### config.mk
export PLATFORM = sky130hd
export DESIGN_NAME = peripheral_ahb3_spram_master
export DESIGN_NICKNAME = d
export VERILOG_FILES = /design/src/rtl/peripheral_ahb3_pkg.sv /design/src/rtl/peripheral_ahb3_spram_master.sv
export SDC_FILE = /design/constraint.sdc
export NUM_CORES = 1
export LEC_CHECK = 0
export BUFFER_PORTS_ARGS = -buffer_cell sky130_fd_sc_hd__buf_2
export CAP_MARGIN = 40
export CORE_MARGIN = 3
export CORE_UTILIZATION = 53
export CTS_CLUSTER_SIZE = 16
export DETAILED_ROUTE_END_ITERATION = 8
export HOLD_SLACK_MARGIN = 0.08
export PLACE_DENSITY = 0.91
export SYNTH_ARGS = -nofsm -noshare
export SYNTH_HDL_FRONTEND = slang
export SYNTH_SLANG_ARGS = --single-unit
### constraint.sdc
create_clock -name HCLK -period 3.1 [get_ports HCLK]
set_input_delay 0.62 -clock HCLK [delete_from_list [all_inputs] [get_ports HCLK]]
set_output_delay 0.62 -clock HCLK [all_outputs]
set_load 0.02 [all_outputs]
### src/rtl/peripheral_ahb3_pkg.sv
// Shared AHB3-Lite encodings used by the SPRAM slave and its master.
// Latency: n/a (constants only).
// Backpressure: n/a.
//
// Contents: HTRANS, HBURST, HSIZE, HPROT and HRESP encodings.
package peripheral_ahb3_pkg;

  // HTRANS encodings
  localparam logic [1:0] HTRANS_IDLE   = 2'b00;
  localparam logic [1:0] HTRANS_BUSY   = 2'b01;
  localparam logic [1:0] HTRANS_NONSEQ = 2'b10;
  localparam logic [1:0] HTRANS_SEQ    = 2'b11;

  // HBURST encodings (only single transfers are generated)
  localparam logic [2:0] HBURST_SINGLE = 3'b000;

  // HSIZE encodings
  localparam logic [2:0] HSIZE_BYTE  = 3'b000;
  localparam logic [2:0] HSIZE_HWORD = 3'b001;
  localparam logic [2:0] HSIZE_WORD  = 3'b010;

  // HPROT: data access, privileged, non-bufferable, non-cacheable
  localparam logic [3:0] HPROT_DATA_PRIV = 4'b0011;

  // HRESP encodings
  localparam logic HRESP_OKAY  = 1'b0;
  localparam logic HRESP_ERROR = 1'b1;

endpackage

### src/rtl/peripheral_ahb3_spram_master.sv
// AHB3-Lite master: converts a valid/ready request stream into pipelined single transfers.
// Latency: accept at edge T -> NONSEQ after T, data phase after T+1, rsp_valid pulse after T+2.
// Backpressure: req_ready drops while the address slot is stalled by HREADY=0 or an ERROR response.
//
// Ports:
//   HCLK, HRESETn              clock, asynchronous active-low reset
//   req_valid/req_ready        request handshake; req_write/addr/size/wdata are the attributes
//   rsp_valid/rsp_rdata/error  one-cycle in-order response pulse, no backpressure
//   H*                         AHB3-Lite master bus (all outputs registered or constant)
module peripheral_ahb3_spram_master
  import peripheral_ahb3_pkg::*;
#(
  parameter int PLEN = 8,
  parameter int XLEN = 32
) (
  input  logic            HCLK,
  input  logic            HRESETn,

  input  logic            req_valid,
  output logic            req_ready,
  input  logic            req_write,
  input  logic [PLEN-1:0] req_addr,
  input  logic [2:0]      req_size,
  input  logic [XLEN-1:0] req_wdata,

  output logic            rsp_valid,
  output logic [XLEN-1:0] rsp_rdata,
  output logic            rsp_error,

  output logic [PLEN-1:0] HADDR,
  output logic            HWRITE,
  output logic [2:0]      HSIZE,
  output logic [2:0]      HBURST,
  output logic [3:0]      HPROT,
  output logic [1:0]      HTRANS,
  output logic            HMASTLOCK,
  output logic [XLEN-1:0] HWDATA,
  input  logic [XLEN-1:0] HRDATA,
  input  logic            HREADY,
  input  logic            HRESP
);

  // Address slot: HADDR/HWRITE/HSIZE double as the slot's attribute registers,
  // so only the valid flag and the write data need separate storage.
  logic            a_valid;
  logic [XLEN-1:0] a_wdata;

  // Data slot: HWDATA doubles as the slot's write data.
  logic            d_valid;
  logic            d_write;

  // Set during the first cycle of a two-cycle ERROR response; keeps the
  // pending address phase parked (HTRANS=IDLE) until the error completes.
  logic            err_hold;

  logic            accept;
  logic            a_move;
  logic            d_done;
  logic            err_first;
  logic            a_valid_nxt;
  logic            force_idle;

  assign HBURST    = HBURST_SINGLE;
  assign HPROT     = HPROT_DATA_PRIV;
  assign HMASTLOCK = 1'b0;

  // Ready depends only on slot state and bus status, never on req_valid.
  assign req_ready = !a_valid || (HREADY && !err_hold);
  assign accept    = req_valid && req_ready;

  // The address phase is only taken by the slave while NONSEQ is on the bus;
  // during the error recovery cycle HTRANS is IDLE and the slot stays put.
  assign a_move    = a_valid && HREADY && (HTRANS == HTRANS_NONSEQ);
  assign d_done    = d_valid && HREADY;
  assign err_first = d_valid && (HRESP == HRESP_ERROR) && !HREADY;

  assign a_valid_nxt = accept || (a_valid && !a_move);

  // IDLE must be on the bus in the second error cycle, even if a request
  // was accepted into an empty slot during the first one.
  assign force_idle = err_first || (err_hold && !HREADY);

  always_ff @(posedge HCLK or negedge HRESETn) begin
    if (!HRESETn) begin
      a_valid   <= 1'b0;
      a_wdata   <= '0;
      d_valid   <= 1'b0;
      d_write   <= 1'b0;
      err_hold  <= 1'b0;
      HADDR     <= '0;
      HWRITE    <= 1'b0;
      HSIZE     <= HSIZE_BYTE;
      HTRANS    <= HTRANS_IDLE;
      HWDATA    <= '0;
      rsp_valid <= 1'b0;
      rsp_rdata <= '0;
      rsp_error <= 1'b0;
    end else begin
      // Address slot
      a_valid <= a_valid_nxt;
      if (accept) begin
        HADDR   <= req_addr;
        HWRITE  <= req_write;
        HSIZE   <= req_size;
        a_wdata <= req_wdata;
      end

      if (force_idle) begin
        HTRANS <= HTRANS_IDLE;
      end else begin
        HTRANS <= a_valid_nxt ? HTRANS_NONSEQ : HTRANS_IDLE;
      end

      // Data slot: refilled by the address slot on the same edge it drains.
      d_valid <= a_move || (d_valid && !d_done);
      if (a_move) begin
        d_write <= HWRITE;
        HWDATA  <= a_wdata;
      end

      // Error recovery
      if (err_first) begin
        err_hold <= 1'b1;
      end else if (err_hold && HREADY) begin
        err_hold <= 1'b0;
      end

      // Response pulse, one cycle after the data phase completes.
      rsp_valid <= d_done;
      rsp_error <= d_done && (HRESP == HRESP_ERROR);
      if (d_done) begin
        rsp_rdata <= d_write ? '0 : HRDATA;
      end
    end
  end

endmodule

After elaboration in Yosys (flattened, before gate mapping)
Cells that the tools add are included.
Widths: inputs -> output; s select.
{ "word_totals": {"latchBits": 0, "n_memories": 0, "in_bits": 81, "mem_bits_rw": 0, "regBits": 116, "word_cells": 41, "mem_bits_ro": 0, "out_inout_bits": 89} }
{ "classes": {"shift": 0, "eq_ne": 1, "div": 0, "n_mul": 0, "bitwise": 0, "reduce_logical": 22, "add_sub_neg": 0, "n_lt_le_gt_ge": 0, "muxes": 5} }
{ "ops": {"columns": ["op", "n"], "rows": [
  ["$mux 32", 1],
  ["$logic_and 1x1->1", 12],
  ["$logic_not 1->1", 5],
  ["$logic_or 1x1->1", 4],
  ["$mux 2", 2],
  ["$eq 2x2->1 const B", 1],
  ["$mux 1", 2],
  ["$reduce_bool 2->1", 1]
]} }

Longest topological paths before layout
Gate-level depths: netlist (run 1).
{ "depth": {"ltp_word": 7, "ltp_mapped": 6, "ltp_nobuf": 3} }

Worst setup path after synthesis (run 1)
No wires, ideal clock.
{ "synth_timing": {"path_kind": "input-to-reg", "from": "input HREADY", "to": "register HADDR[0]", "slack_ns": 1.403, "required_ns": 2.975, "path_stages": 5, "t_arrival_ns": 1.573, "n_path_buf": 2, "path_cell_list": "buf_6 -> nand2b_4 -> a21boi_4 -> buf_6 -> mux2_2"} }
{ "synth_between": {"elab_chain_len": 3} }
{ "synth_rtl": {"columns": ["element", "line_no", "text"], "rows": [
  ["start: declaration", "peripheral_ahb3_spram_master.sv:39", "input logic HREADY,"],
  ["$logic_and 1x1->1", "peripheral_ahb3_spram_master.sv:68", "assign req_ready = !a_valid || (HREADY && !err_hold);"],
  ["$logic_or 1x1->1", "peripheral_ahb3_spram_master.sv:68", null],
  ["$logic_and 1x1->1", "peripheral_ahb3_spram_master.sv:69", "assign accept = req_valid && req_ready;"],
  ["end signal: assignment", "peripheral_ahb3_spram_master.sv:102", "HADDR <= req_addr;"],
  ["end: declaration", "peripheral_ahb3_spram_master.sv:30", "output logic [PLEN-1:0] HADDR,"]
]} }
No other way between the ends.
A chain may end at the register's enable or synchronous reset.

Worst setup path after layout (run 1)
{ "layout_timing": {"from": "register err_hold", "to": "output req_ready"} }
{ "layout_between": {"elab_chain_len": 3} }
{ "layout_rtl": {"columns": ["element", "line_no", "text"], "rows": [
  ["start: declaration", "peripheral_ahb3_spram_master.sv:54", "logic err_hold;"],
  ["start signal: assignment", "peripheral_ahb3_spram_master.sv:89", "err_hold <= 1'b0;"],
  ["start signal: assignment", "peripheral_ahb3_spram_master.sv:123", "err_hold <= 1'b1;"],
  ["start signal: assignment", "peripheral_ahb3_spram_master.sv:125", "err_hold <= 1'b0;"],
  ["$logic_not 1->1", "peripheral_ahb3_spram_master.sv:68", null],
  ["$logic_and 1x1->1", "peripheral_ahb3_spram_master.sv:68", null],
  ["$logic_or 1x1->1", "peripheral_ahb3_spram_master.sv:68", null],
  ["end: declaration", "peripheral_ahb3_spram_master.sv:20", "output logic req_ready,"]
]} }
No other way between the ends.

==> metrics.txt, run 1 <==
Final setup violation count 0; max cap viols 0; ys flop type dfrtp_1; Worst VDD drop approximately 540 µV; Cells after Synth between 300 and 400; min Tclk post-route about 1.9 ns; fin crit share 0.619; vias per cell roughly 5; Yosys top cell by area dfrtp_1; total negative slack 0 ns; Hold Crit Class in -> reg; Worst-Margin Slew 0.748 ns; commonest non-fill, non-tap cell in the layout buf_2; synthesized area between 4000 and 5000 µm²; Area growth syn-to-layout 30.4%; pwr/cell area between 1000 and 1500 nW/µm²; fin nets between 500 and 600; io pins between 150 and 200; Post-synth EDFFs 0; Yosys warnings 0; post-synth top area share 0.629; final slew viol count 0; Yosys cell types 21; diodes inserted 0; most frequent cells in the layout 159 x buf_2, 115 x dfrtp_1, 67 x mux2_2; initial antenna violation count 0; drt initial violations 103; GPL Wtd Cong 0.818; grt total ovfl 0; vias in the first global route roughly 3,300; Worst setup EP type primary output; Setup WS pre-CTS around 1.2 ns; Max clock buf depth 2; first-pass GRT wire length ~16,000 µm; synthesized flop and latch total ~120; initial core utilization 0.551; largest net degree at the start of global routing 66; cell area after placement about 5400 µm²; synth top area cells dfrtp_1 63%, mux2_2 17%, nand2b_1 4.4%; CP Class reg -> out; FP Rows 33; post-route DRC violation count 0; Core ar. slightly above 8000 µm²; Clock Pin Slew Worst Setup and Hold Paths 0.05 ns; drt wl/cell 16.3 µm; fmax roughly 520 MHz; DRT antenna net count 0; CTS buffer count 17; Die Area roughly 9800 µm²; CP startpoint kind register; critical path fanouts, max 3; Chip Height roughly 99 µm; Die Width between 90 and 100 µm; worst setup margin between 1 and 1.5 ns; fin area 5960 µm²; Root Driver clkbuf_8; DRT Pass-1 Iters 4; Avg Inst Size Synth about 14 µm²; register area share after synthesis 0.629; share of cells above drive strength 1 0.540; Final Skew between 0.005 and 0.006 ns; CP required approximately 2.5 ns; Clk Latency, worst-skew pair around 0.5 ns; CP arrival about 1.3 ns; RSZ-0062 raised after global routing no; leakage about 3.0 nW; TritonCTS clock tree done; Total Routing Usage GR 0.210; WL final 10,000 µm; H-tree Lvls 4; asr flop ratio synth 1.00; dpl hpwl approximately 7000 µm; CTS Sinks approximately 120; Worst slew margin 0.501; Final Hold Vio Count 0; status finished, final reports clean; Vias about 3,000; PortBufs between 150 and 200
layer usage:
metal / global-route usage / vias up / share of wire
met3: 0.0771 / 13 / 0.086
met5: 0 / - / 0
met1: 0.242 / 1503 / 0.40
met4: 0.0599 / 0 / 0.0093
li1: - / 1426 / -
met2: 0.366 / 129 / 0.51
cell usage after synthesis, types with 2 or more instances:
cell	instances
o21ai_0	33
nand2b_1	32
nand2_1	36
mux2_4	10
clkbuf_1	7
buf_6	6
conb_1	2
buf_4	10
inv_1	2
mux2_2	67
dfrtp_1	115
buf_2	3
sequential cells by signal, summed over array words and instances, names as in the netlist:
name,flops
rsp_valid,1
d_valid,1
err_hold,1
HTRANS,1
a_wdata,32
HWDATA,32
HADDR,8
HSIZE,3
rsp_error,1
d_write,1
HWRITE,1
a_valid,1
rsp_rdata,32
through the flow:
stage / total power [mW] / instances / hold WS (ns) / util
6_report: 6.14 / 616 / 0.349 / 0.718
4_1_cts: 6.21 / 616 / 0.327 / 0.718
3_5_place_dp: 4.41 / 583 / 0.466 / 0.651
5_1_grt: 6.46 / 616 / 0.329 / 0.718
3_3_place_gp: 4.28 / 582 / 0.459 / 0.649
2_1_floorplan: 3.66 / 339 / 0.324 / -
critical path, stage by stage, from the launching register on:
cell and delay (ns):
dfrtp_1 0.39, nand2b_4 0.16, nand2_1 0.07, buf_2 0.18
cells by family (layout without fill, tap and decap cells):
| family | after synthesis | in the layout | synth area share |
|---|---|---|---|
| other cells | 2 | 9 | 0.00164 |
| simple gates | 72 | 72 | 0.0810 |
| flops | 115 | 115 | 0.629 |
| mux | 77 | 77 | 0.198 |
| compound gates | 37 | 37 | 0.0449 |
| buf+inv | 29 | 201 | 0.0452 |
area by class of cell:
class / instances / area (µm²)
sequential: 115 / 2880
fill: 573 / 2340
multi-input combinational: 195 / 1510
timing repair buffer: 167 / 883
clock buffer: 23 / 467
tap: 105 / 131
clock inverter: 9 / 80.1
inverter: 2 / 7.51
power by group:
part	internal [mW]	total, mW	switching (mW)
logic	0.836	1.97	1.13
registers	2.07	2.42	0.351
clock network	1.12	1.75	0.633
total	4.02	6.14	2.12
worst paths after layout:
kind	slack, ns	startpoint	depth (start not counted)	end
min in group asynchronous	0.59	HRESETn	2	rsp_rdata[4]
worst min register to register	0.48	rsp_rdata[18]	2	rsp_rdata[18]
max in group asynchronous	1.79	HRESETn	3	err_hold
worst min-delay path	0.35	req_wdata[23]	2	a_wdata[23]
worst max-delay path	1.18	err_hold	3	req_ready
worst max register to register	1.50	err_hold	4	a_wdata[0]
timing repair:
| action | 4_1_cts | 5_1_grt |
|---|---|---|
| hold endpoints to repair | 26 | 0 |
| resized for setup | 0 | 0 |
| buffers inserted | 0 | 0 |
| hold buffers | 1 | 0 |
Power figures use the tool's default switching activity.
==> inputs of run 2 (changes only) <==
Settings changed: CORE_UTILIZATION 53 to 49, PLACE_DENSITY 0.91 to 0.86.
Clock period 3.1 ns to 1.9 ns, I/O delays scaled along.
==> run 2 against run 1 <==
Worst setup slack got worse by 0.96 ns. Register-to-register slack got worse by 1.1 ns. Total power rose by 66%. Clock power rose by 77%. Hold slack got worse by 0.23 ns. Final cell count rose by 0.65%. Utilization fell by 3.9 points. Critical path depth did not move. First-iteration DRC count fell by 36%. Combinational power rose by 62%. Flip-flop and latch count did not move. Non-clock buffer count rose by 1.
==> metrics.txt, run 2 (synthesis gave the netlist of run 1 again) <==
status finished, final reports clean; Worst setup EP type primary output; Vias between 3,000 and 4,000; cts repair resizes 0; H-tree Lvls 4; Clk Latency, worst-skew pair between 0.4 and 0.5 ns; Clock Pin Slew Worst Setup and Hold Paths about 0.05 ns; grt total ovfl 0; area of the multi-input gates 1520 µm²; Total Routing Usage GR 0.186; total negative slack 0 ns; Worst VDD drop roughly 1000 µV; Final Skew 0.00886 ns; drt wl/cell about 15 µm; worst setup margin about 0.23 ns; Core ar. 8890 µm²; Regs by FF count HWDATA (32), a_wdata (32), rsp_rdata (32); fin crit share 0.882; io pins 170; WL final between 9000 and 10,000 µm; vias per cell about 5; CP arrival approximately 1.3 ns; TritonCTS clock tree done; CP startpoint kind register; Final Hold Vio Count 0; first-pass GRT wire length 15,000 µm; RSZ-0062 raised after global routing no; Area growth syn-to-layout 32.1%; CTS Sinks around 120; final core occ 0.679; Final setup violation count 0; Hold Crit Class in -> reg; fin nets 580; Die Width between 100 and 150 µm; leakage 3.00 nW; DRT Pass-1 Iters 6; PortBufs 160; most frequent cells in the layout 159 x buf_2, 115 x dfrtp_1, 67 x mux2_2; GPL Wtd Cong approximately 0.74; Die Area between 10,000 and 15,000 µm²; FF+latch area roughly 2900 µm²; drt initial violations 66; fill count 649; Setup WS pre-CTS 0.295 ns; final slew viol count 0; initial core utilization 0.514; CTS buffer count 17; share of cells above drive strength 1 0.541; post-route DRC violation count 0; Worst slew margin 0.522; diodes inserted 0; CP Class reg -> out; vias in the first global route between 3,000 and 4,000; fmax 597 MHz; DRT antenna net count 0; Max clock buf depth 2; min Tclk post-route 1.67 ns; Chip Height about 100 µm; pwr/cell area about 1700 nW/µm²; critical path fanouts, max 3; commonest non-fill, non-tap cell in the layout buf_2; dpl hpwl around 6800 µm; Root Driver clkbuf_8; initial antenna violation count 0; FP Rows 34; largest net degree at the start of global routing between 60 and 70; CP required between 1.5 and 2 ns; max cap viols 0; Worst-Margin Slew about 0.72 ns
## run 2: changes by cell type in the layout (fill, tap and decap cells not counted), sizes merged
cell | previous run | this run
buf | 166 | 167
bufinv | 1 | 3
clkinvlp | 4 | 2
## run 2: timing repair
item	CTS	global route
buffers inserted	0	0
hold endpoints to repair	31	0
hold buffers	1	0
## run 2: layout make-up
type	count	area share
repair buffers	168	0.152
flip-flops and latches	115	0.477
clock buffers	23	0.0756
inverters	2	0.00124
clock inverters	9	0.0213
multi-input cells	195	0.251
well taps	108	0.0224
## run 2: worst paths after layout
check	startpoint	endpoint	slack, ns	cells past startpoint
setup reg to reg	err_hold	a_wdata[8]	0.39	4
setup / recovery	err_hold	req_ready	0.23	3
hold reg to reg	rsp_rdata[25]	rsp_rdata[25]	0.48	2
max in group asynchronous	HRESETn	HADDR[0]	0.82	3
hold / removal	req_wdata[22]	a_wdata[22]	0.12	2
min in group asynchronous	HRESETn	HWDATA[5]	0.40	2
## run 2: layer usage
layer | routed length (µm) | global-route usage | up-vias
li1 | - | - | 1432
met1 | 3780 | 0.212 | 1486
met2 | 4950 | 0.322 | 102
met3 | 694 | 0.0765 | 10
met4 | 89 | 0.0515 | 0
met5 | 0 | 0 | -
## run 2: metrics by stage
step,hold WS (ns),cell area (µm²),power [mW],instances
after CTS,0.0948,6040,10.3,620
after floorplan,0.0844,4600,5.98,339
after detailed placement,0.357,5440,7.18,587
after global routing,0.0957,6040,10.8,620
final,0.120,6040,10.2,620
after global placement,0.338,5440,7.01,587
## run 2: critical path: stages, from the launching register on
cell and delay (ns):
dfrtp_1 0.40, nand2b_4 0.17, nand2_1 0.07, buf_2 0.16
## run 2: report_power, final
group | total, mW | switching (mW) | internal (mW)
registers | 3.91 | 0.536 | 3.37
logic | 3.19 | 1.81 | 1.38
clock network | 3.09 | 1.03 | 2.06
==> inputs of run 3 (changes only) <==
Settings changed: CORE_UTILIZATION 49 to 44, PLACE_DENSITY 0.86 to 0.81.
Clock period 1.9 ns to 1.5 ns, I/O delays scaled along.
==> run 3 against run 2 <==
The run now ends with negative setup slack left. Worst setup slack lost 0.25 ns. Total power grew 30%. Critical endpoint unchanged. Critical path type unchanged. Sequential power grew 27%. Hold slack lost 0.021 ns. Clock power grew 28%. Combinational power grew 36%.
==> metrics.txt, run 3 (synthesis gave the netlist of run 1 again) <==
share of cells above drive strength 1 0.482; drt initial violations about 200; FP Rows 36; first-pass GRT wire length ~17,000 µm; Die Area roughly 12,000 µm²; violated checks negative setup slack; Max clock buf depth 2; io pins 170; critical path fanouts, max 2; commonest non-fill, non-tap cell in the layout buf_2; fin crit share 1.02; DRT Pass-1 Iters 4; CP max stage delay around 0.38 ns; P_sw between 4 and 5 mW; vias in the first global route 3,491; WHS 0.0996 ns; vias per cell approximately 4.7; leakage approximately 3.4 nW; CTS Sinks 115; fin area 6930 µm²; Hold Crit Class in -> reg; Reg power frac 0.374; RSZ-0062 raised after global routing yes; DRT antenna net count 0; diodes inserted 0; Final Hold Vio Count 0; Clock Pin Slew Worst Setup and Hold Paths ~0.050 ns; Root Driver clkbuf_8; Worst slew margin 0.469; Worst setup EP type primary output; final slew viol count 0; post-route DRC violation count 0; TritonCTS clock tree done; fin nets between 600 and 700; CP startpoint kind register; Worst-Margin Slew between 0.7 and 0.8 ns; CP Class reg -> out; Final setup violation count 1; power share of the combinational group 0.327; Sw Ratio 0.332; CP arrival 1.22 ns; Area growth syn-to-layout 51.6%; pwr/cell area ~1900 nW/µm²; drt wl/cell ~15 µm; clock power share 0.299; cell area after placement roughly 5500 µm²; Final Skew 0.00736 ns; GPL Wtd Cong 0.721; CP required around 1.2 ns; Chip Height ~110 µm; CTS buffer count 17; WL final roughly 11,000 µm; Regs by FF count HWDATA (32), a_wdata (32), rsp_rdata (32); most frequent cells in the layout 158 x buf_2, 114 x dfrtp_1, 75 x dlygate4sd3_1; min Tclk post-route 1.52 ns; Core ar. ~10000 µm²; dpl hpwl 6490 µm; PortBufs 160; H-tree Lvls 4; initial antenna violation count 0; Total Routing Usage GR 0.190; grt total ovfl 0; slowest CP cell dfrtp_1; Worst VDD drop approximately 1000 µV; max cap viols 0; Vias ~3,400; initial core utilization 0.459; fmax 656 MHz; largest net degree at the start of global routing between 100 and 150; critical-path cell list nand2b_4 > nand2_4 > buf_6; Clk Latency, worst-skew pair ~0.50 ns; status complete, but fails checks; final core occ 0.696; worst setup margin -0.0235 ns; Die Width between 100 and 150 µm; Pint between 8 and 9 mW
-- run 3: cell types whose count changed in the layout (fill, tap and decap cells not counted), sizes merged --
cell         before  now
buf             167  170
clkinvlp          2    3
dlygate4sd3       1   75
clkinv            4    3
clkbuf           23   25
-- run 3: path summary, 6_finish.rpt --
check | start | end | slack [ns] | cells past startpoint
min in group asynchronous | HRESETn | HWDATA[24] | 0.39 | 3
max in group asynchronous | HRESETn | rsp_rdata[0] | 0.61 | 3
max reg2reg | err_hold | HADDR[5] | 0.02 | 5
min | req_valid | a_valid | 0.1 | 2
min reg2reg | rsp_rdata[12] | rsp_rdata[12] | 0.47 | 2
max | err_hold | req_ready | -0.02 | 3
-- run 3: area by class of cell --
| class | instances | area, µm² |
|---|---|---|
| Fill cell | 671 | 3020 |
| Inverter | 2 | 7.51 |
| Sequential cell | 115 | 2880 |
| Tap cell | 133 | 166 |
| Timing Repair Buffer | 247 | 1760 |
| Clock inverter | 9 | 128 |
| Multi-Input combinational cell | 195 | 1520 |
| Clock buffer | 23 | 467 |
-- run 3: power groups by stage --
stage                     registers (mW)  logic [mW]  clock network, mW
after floorplan                     6.01        1.57                  0
after global placement              4.91        3.99                  0
after detailed placement            4.99        4.10                  0
after CTS                           4.96        4.27               4.04
after global routing                5.12        4.67               4.21
final                               4.97        4.34               3.97
-- run 3: metrics by stage --
step,setup WS [ns],cells,total power [mW],TNS [ns]
2_1_floorplan,0.0716,339,7.57,0
3_3_place_gp,0.0673,612,8.90,0
3_5_place_dp,0.0265,612,9.09,0
4_1_cts,-0.0493,720,13.3,-0.0493
5_1_grt,-0.0751,724,14.0,-0.519
6_report,-0.0235,724,13.3,-0.0235
-- run 3: timing repair --
action,in CTS,in global routing
setup buffers,1,2
gates cloned,0,2
gates resized for setup,3,2
endpoints found under the setup margin,1,25
hold endpoints to repair,189,0
hold buffers,75,0
pin swaps,0,2
-- run 3: per-layer routing --
layer / share of wire / up-vias / wire length [µm] / track usage
met4: 0.022 / 0 / 244 / 0.0803
met3: 0.057 / 21 / 625 / 0.0555
met1: 0.40 / 1673 / 4380 / 0.216
met5: 0 / - / 0 / 0
met2: 0.52 / 125 / 5750 / 0.334
li1: - / 1594 / - / -
-- run 3: critical path, delay by kind of cell (launching register included) --
kind / cells / cell delay, ns
DFF: 1 / 0.38
and+or+nand+nor: 2 / 0.24
buffers and inverters: 1 / 0.11
